## src/rtl/sopc_run_ctrl_pkg.sv

```systemverilog
// Shared definitions for the SOPC run controller: FSM state encoding,
// per-domain reset polarity and the default tohost address.
package sopc_run_ctrl_pkg;

  typedef enum logic [2:0] {
    ST_IDLE    = 3'd0,
    ST_HOLD    = 3'd1,
    ST_RELEASE = 3'd2,
    ST_RUN     = 3'd3,
    ST_DONE    = 3'd4
  } state_e;

  localparam logic RST_ENABLE  = 1'b1;
  localparam logic RST_DISABLE = 1'b0;

  localparam logic [31:0] TOHOST_ADDR_DEFAULT = 32'h0000_1000;

  // Width of the hold/stagger down-counter; large enough for any practical hold time.
  localparam int unsigned TMR_W = 16;

endpackage

```

## src/rtl/sopc_run_ctrl_rst_stagger.sv

```systemverilog
// Hold-then-stagger reset sequencer: a down-counter and a domain index that
// release dom_rst[0..N_DOM-1] in order and pulse release_done after the last.
module sopc_run_ctrl_rst_stagger
  import sopc_run_ctrl_pkg::*;
#(
  parameter int N_DOM       = 3,
  parameter int HOLD_CYC    = 8,
  parameter int STAGGER_CYC = 2
) (
  input  logic             clk,
  input  logic             rst,
  input  logic             load,
  input  logic             active,
  output logic [N_DOM-1:0] dom_rst,
  output logic             first_rel,
  output logic             release_done
);

  localparam int IDX_W = $clog2(N_DOM + 1);

  logic [TMR_W-1:0] tmr_q, tmr_d;
  logic [IDX_W-1:0] idx_q, idx_d;
  logic [N_DOM-1:0] dom_rst_q, dom_rst_d;
  logic             release_done_q, release_done_d;
  logic             fire;

  assign fire      = active && (tmr_q == '0) && (idx_q < IDX_W'(N_DOM));
  assign first_rel = fire && (idx_q == '0);

  always_comb begin
    tmr_d          = tmr_q;
    idx_d          = idx_q;
    dom_rst_d      = dom_rst_q;
    release_done_d = 1'b0;
    if (load) begin
      tmr_d     = TMR_W'(HOLD_CYC);
      idx_d     = '0;
      dom_rst_d = {N_DOM{RST_ENABLE}};
    end else if (fire) begin
      if (STAGGER_CYC == 0) begin
        dom_rst_d      = {N_DOM{RST_DISABLE}};
        idx_d          = IDX_W'(N_DOM);
        release_done_d = 1'b1;
      end else begin
        for (int i = 0; i < N_DOM; i++) begin
          if (i == int'(idx_q)) dom_rst_d[i] = RST_DISABLE;
        end
        idx_d          = idx_q + IDX_W'(1);
        // Reloading STAGGER_CYC-1 puts the next release exactly STAGGER_CYC edges later.
        tmr_d          = TMR_W'(STAGGER_CYC - 1);
        release_done_d = (idx_q == IDX_W'(N_DOM - 1));
      end
    end else if (active && (tmr_q != '0)) begin
      tmr_d = tmr_q - TMR_W'(1);
    end
  end

  always_ff @(posedge clk or negedge rst) begin
    if (!rst) begin
      tmr_q          <= '0;
      idx_q          <= '0;
      dom_rst_q      <= {N_DOM{RST_ENABLE}};
      release_done_q <= 1'b0;
    end else begin
      tmr_q          <= tmr_d;
      idx_q          <= idx_d;
      dom_rst_q      <= dom_rst_d;
      release_done_q <= release_done_d;
    end
  end

  assign dom_rst      = dom_rst_q;
  assign release_done = release_done_q;

endmodule

```

## src/rtl/sopc_run_ctrl.sv

```systemverilog
// SOPC run controller: staggered reset release, RUN cycle counter, watchdog and
// tohost end-of-test monitor. Define SOPC_RUN_CTRL_RESTART_EN to allow restart from DONE.
module sopc_run_ctrl
  import sopc_run_ctrl_pkg::*;
#(
  parameter int N_DOM       = 3,
  parameter int HOLD_CYC    = 8,
  parameter int STAGGER_CYC = 2,
  parameter int TIMEOUT_CYC = 500,
  parameter int CNT_W       = 32,
  parameter int ADDR_W      = 32,
  parameter int DATA_W      = 32,
  parameter logic [ADDR_W-1:0] TOHOST_ADDR = ADDR_W'(TOHOST_ADDR_DEFAULT)
) (
  input  logic              clk,
  input  logic              rst,
  input  logic              start,
  output logic [N_DOM-1:0]  dom_rst,
  input  logic              mon_we,
  input  logic [ADDR_W-1:0] mon_addr,
  input  logic [DATA_W-1:0] mon_data,
  output logic [CNT_W-1:0]  cycle_cnt,
  output logic              done,
  output logic              pass,
  output logic              timeout,
  output logic [DATA_W-2:0] exit_code
);

  state_e            state_q, state_d;
  logic [CNT_W-1:0]  cycle_cnt_q, cycle_cnt_d;
  logic              done_q, done_d;
  logic              pass_q, pass_d;
  logic              timeout_q, timeout_d;
  logic [DATA_W-2:0] exit_code_q, exit_code_d;
  logic              load, active, first_rel, release_done, tohost_hit;

  sopc_run_ctrl_rst_stagger #(
    .N_DOM      (N_DOM),
    .HOLD_CYC   (HOLD_CYC),
    .STAGGER_CYC(STAGGER_CYC)
  ) u_rst_stagger (
    .clk         (clk),
    .rst         (rst),
    .load        (load),
    .active      (active),
    .dom_rst     (dom_rst),
    .first_rel   (first_rel),
    .release_done(release_done)
  );

  assign active     = (state_q == ST_HOLD) || (state_q == ST_RELEASE);
  assign tohost_hit = mon_we && (mon_addr == TOHOST_ADDR) && mon_data[0];

  always_comb begin
    state_d     = state_q;
    cycle_cnt_d = cycle_cnt_q;
    done_d      = done_q;
    pass_d      = pass_q;
    timeout_d   = timeout_q;
    exit_code_d = exit_code_q;
    load        = 1'b0;
    case (state_q)
      ST_IDLE: begin
        if (start) begin
          load    = 1'b1;
          state_d = ST_HOLD;
        end
      end
      ST_HOLD: begin
        if (first_rel) state_d = ST_RELEASE;
      end
      ST_RELEASE: begin
        if (release_done) state_d = ST_RUN;
      end
      ST_RUN: begin
        if (!(&cycle_cnt_q)) cycle_cnt_d = cycle_cnt_q + CNT_W'(1);
        // A tohost store on the watchdog cycle takes priority over the timeout.
        if (tohost_hit) begin
          state_d     = ST_DONE;
          done_d      = 1'b1;
          exit_code_d = mon_data[DATA_W-1:1];
          pass_d      = (mon_data[DATA_W-1:1] == '0);
        end else if (cycle_cnt_q == CNT_W'(TIMEOUT_CYC - 1)) begin
          state_d   = ST_DONE;
          done_d    = 1'b1;
          timeout_d = 1'b1;
        end
      end
      ST_DONE: begin
`ifdef SOPC_RUN_CTRL_RESTART_EN
        if (start) begin
          load    = 1'b1;
          state_d = ST_HOLD;
        end
`else
        state_d = ST_DONE;
`endif
      end
      default: state_d = ST_IDLE;
    endcase
    if (load) begin
      cycle_cnt_d = '0;
      done_d      = 1'b0;
      pass_d      = 1'b0;
      timeout_d   = 1'b0;
      exit_code_d = '0;
    end
  end

  always_ff @(posedge clk or negedge rst) begin
    if (!rst) begin
      state_q     <= ST_IDLE;
      cycle_cnt_q <= '0;
      done_q      <= 1'b0;
      pass_q      <= 1'b0;
      timeout_q   <= 1'b0;
      exit_code_q <= '0;
    end else begin
      state_q     <= state_d;
      cycle_cnt_q <= cycle_cnt_d;
      done_q      <= done_d;
      pass_q      <= pass_d;
      timeout_q   <= timeout_d;
      exit_code_q <= exit_code_d;
    end
  end

  assign cycle_cnt = cycle_cnt_q;
  assign done      = done_q;
  assign pass      = pass_q;
  assign timeout   = timeout_q;
  assign exit_code = exit_code_q;

endmodule

```

## config.mk

```make
export PLATFORM = sky130hd
export DESIGN_NAME = sopc_run_ctrl
export DESIGN_NICKNAME = d
export VERILOG_FILES = /design/src/rtl/sopc_run_ctrl_pkg.sv /design/src/rtl/sopc_run_ctrl_rst_stagger.sv /design/src/rtl/sopc_run_ctrl.sv
export SDC_FILE = /design/constraint.sdc
export NUM_CORES = 1
export LEC_CHECK = 0
export ABC_AREA = 1
export CAP_MARGIN = 10
export CORE_MARGIN = 2
export CORE_UTILIZATION = 35
export DETAILED_ROUTE_END_ITERATION = 16
export DONT_BUFFER_PORTS = 1
export PLACE_DENSITY_LB_ADDON = 0.12
export SLEW_MARGIN = 5
export SYNTH_ARGS = -nofsm -noshare
export SYNTH_HDL_FRONTEND = slang
export SYNTH_SLANG_ARGS = --single-unit
```

## constraint.sdc

```tcl
create_clock -name clk -period 2.45 [get_ports clk]
set_input_delay 0.1225 -clock clk [delete_from_list [all_inputs] [get_ports clk]]
set_output_delay 0.1225 -clock clk [all_outputs]
set_load 0.01 [all_outputs]
```

==> flow_summary.json <==
{
  "status": "finished clean",
  "rrSetupSlack_ps": 340,
  "p_per_area_mw_per_mm2": 839,
  "synthFlopType": "dfrtp_1",
  "grt_usage": 0.192,
  "setup_violations": 0,
  "clk_latency_ps": 350,
  "ir_worst_vdd_mv": 0.568,
  "dr.pass1.iters": 4,
  "worst_pin_slew_ps": 650,
  "r2r-start": "cycle_cnt[1]",
  "finalClockSkew_ps": 4.82,
  "netlist_area_mm2": 0.00546,
  "avgViaCountPerCell": 5.20,
  "first_global_vias": 5040,
  "io_buffer_count": 0,
  "synth.avg_cell_area_um2": 7.01,
  "cts_tree": "yes",
  "grt_max_degree": 92,
  "die_x_um": 129,
  "rsz0062_at_grt": "no",
  "finalCriticalPeriod_ps": 2110,
  "synth.net_count": 853,
  "r2r_end": "cycle_cnt[3]",
  "crit_end": "cycle_cnt[3]",
  "fmax_mhz": 475,
  "cts.sinks": 91,
  "synth_cell_types": 34,
  "synth-seq-cells": 91,
  "crit_start": "cycle_cnt[1]",
  "routed_wl_mm": 15.4,
  "design.core.area_mm2": 0.0152,
  "rows": 45,
  "nFillCells": 1631,
  "nets": 882,
  "crit_fanout": 40,
  "final_util": 0.415,
  "seq_area_frac_synth": 0.418,
  "clockBufferDepth": 2,
  "p_total_mw": 5.30,
  "whs_ps": 4.80,
  "synth_largest_area_cell": "dfrtp_1",
  "cp-end-kind": "flip-flop",
  "antenna_violating_nets_post_route": 0,
  "required_ps": 2690,
  "drv_cap": 0,
  "gp_congestion": 0.893,
  "yosys_warnings": 0,
  "post_cts_buffers": 0,
  "final-max-slew-violation-count": 0,
  "htreeDepth": 3,
  "drt_iter0_drc": 266,
  "p_leak_nw": 3.01,
  "route.detailed.drc": 0,
  "die_h_um": 129,
  "ys_async_sr_fraction": 1.00,
  "die_area_mm2": 0.0166,
  "timing_worst_setup_path_type": "flip-flop to flip-flop",
  "clkTransAtPathRegs_ps": 70,
  "final_cells": 1000,
  "cp.arrival_ps": 2340,
  "dp.cells": 951,
  "post-route-period-util": 0.860,
  "wl_per_cell_um": 15.4,
  "grt_pass1_wl_mm": 25.2,
  "area_growth_pct": 15.8,
  "start_util": 0.359,
  "holdCritPathClass": "input pin to flip-flop",
  "cts_buffers": 9,
  "synth.area.top_cells": "dfrtp_1, nand2_1, nor2_1",
  "ios": 137,
  "netlist_instances": 778,
  "timing.setup.tns_ps": 0,
  "antenna_cells": 0,
  "drive_gt1_frac": 0.0628,
  "synth_edf_count": 0,
  "synth_top_area_frac": 0.404,
  "vias": 5199,
  "clock-root-buffer": "clkbuf_16",
  "crit_path_start_kind": "flip-flop",
  "timing.slew.headroom": 0.566,
  "r2r_cells": 10,
  "hold_violations": 0,
  "grt_antenna_before_repair": 0,
  "grt-ovfl-total": 0,
  "dp_hpwl_mm": 11.2
}
-- layer usage --
layer | vias to the layer above | part of all wire | GRT usage
met5 | - | 0 | 0
met3 | 32 | 0.051 | 0.0412
met2 | 120 | 0.49 | 0.319
li1 | 2565 | - | -
met1 | 2482 | 0.43 | 0.239
met4 | 0 | 0.033 | 0.0895
-- critical path: stages, from the launching register on --
cell and delay, ps:
dfrtp_1 490, ha_1 330, nand2_2 110, nor2_4 180, nand2_4 90, nor2_4 140, nand3_2 130, nand2_8 210
inv_2 160, nand2_1 80, o21ai_1 60
-- per-stage QoR --
stage	worst slack [ps]	cell area [µm²]
after floorplan	657	5460
after global placement	327	5650
after detailed placement	228	5650
after CTS	198	6310
after global routing	93.6	6320
final	343	6320
-- worst min path at each step --
stage	startpoint	to	slack, ps	cells after the start
final	start	u_rst_stagger.dom_rst[0]	5	2
after global routing	start	u_rst_stagger.dom_rst[0]	30	2
after CTS	start	u_rst_stagger.dom_rst[0]	1	2
after detailed placement	rst	cycle_cnt[11]	-170	0
after global placement	rst	cycle_cnt[11]	-170	0
after floorplan	rst	cycle_cnt[0]	-170	0
-- Yosys cell counts (4+ instances only) --
master,count
a21oi_1,9
buf_2,12
buf_6,4
clkbuf_1,11
dfrtp_1,88
ha_1,7
inv_1,58
nand2_1,217
nand3_1,94
nand4_1,37
nor2_1,142
nor3_1,11
o21ai_0,29
o21ai_1,5
xor2_1,18
-- where the power goes --
group | leakage (nW) | total, mW | switching (mW) | internal, mW
combinational | 1.63 | 1.89 | 1.30 | 0.589
sequential | 1.24 | 1.96 | 0.252 | 1.71
clock | 0.142 | 1.45 | 0.627 | 0.825
-- what timing repair did --
item	in CTS	in global routing
resized for setup	0	1
hold buffers	33	0
setup endpoints to repair	0	2
endpoints found under the hold margin	122	0
-- layout by cell type (no fill, tap or decap), drive strengths merged, types with 2 or more instances in the layout --
cell type	n
o21a	2
clkbuf	11
ha	7
nor3	12
a21o	2
nand4	37
a31oi	2
a21oi	9
inv	61
dfstp	3
clkinvlp	2
nand2	221
nand3b	3
or2	2
nor3b	2
buf	16
dlygate4sd3	32
nand3	95
xor2	18
o21ai	34
xnor2	2
nor2	147
dfrtp	88
-- cell type report --
class                      instances  area, µm²  area share
clock buffer                      11        243      0.0384
multi-input combinational        597       2810       0.445
tap                              188        235      0.0372
inverter                          60        225      0.0357
clock inverter                     5       62.6     0.00990
sequential                        91       2280       0.361
timing repair buffer              48        460      0.0729
-- cell families after synthesis --
| family | Yosys count | share of synthesized area |
|---|---|---|
| simple gates | 520 | 0.414 |
| flops | 91 | 0.418 |
| buf+inv | 90 | 0.0715 |
| compound gates | 50 | 0.0486 |
| xor+xnor | 20 | 0.0321 |
| fa+ha+maj | 7 | 0.0161 |
-- state kept, by name, summed over array words and instances, names as in the netlist --
signal and count:
cycle_cnt 32, done 1, exit_code 31, pass 1, state_q 3, timeout 1, u_rst_stagger.dom_rst 3, u_rst_stagger.idx_q 2
u_rst_stagger.release_done 1, u_rst_stagger.tmr_q 16
No activity file was read; power rests on OpenSTA's default activity.
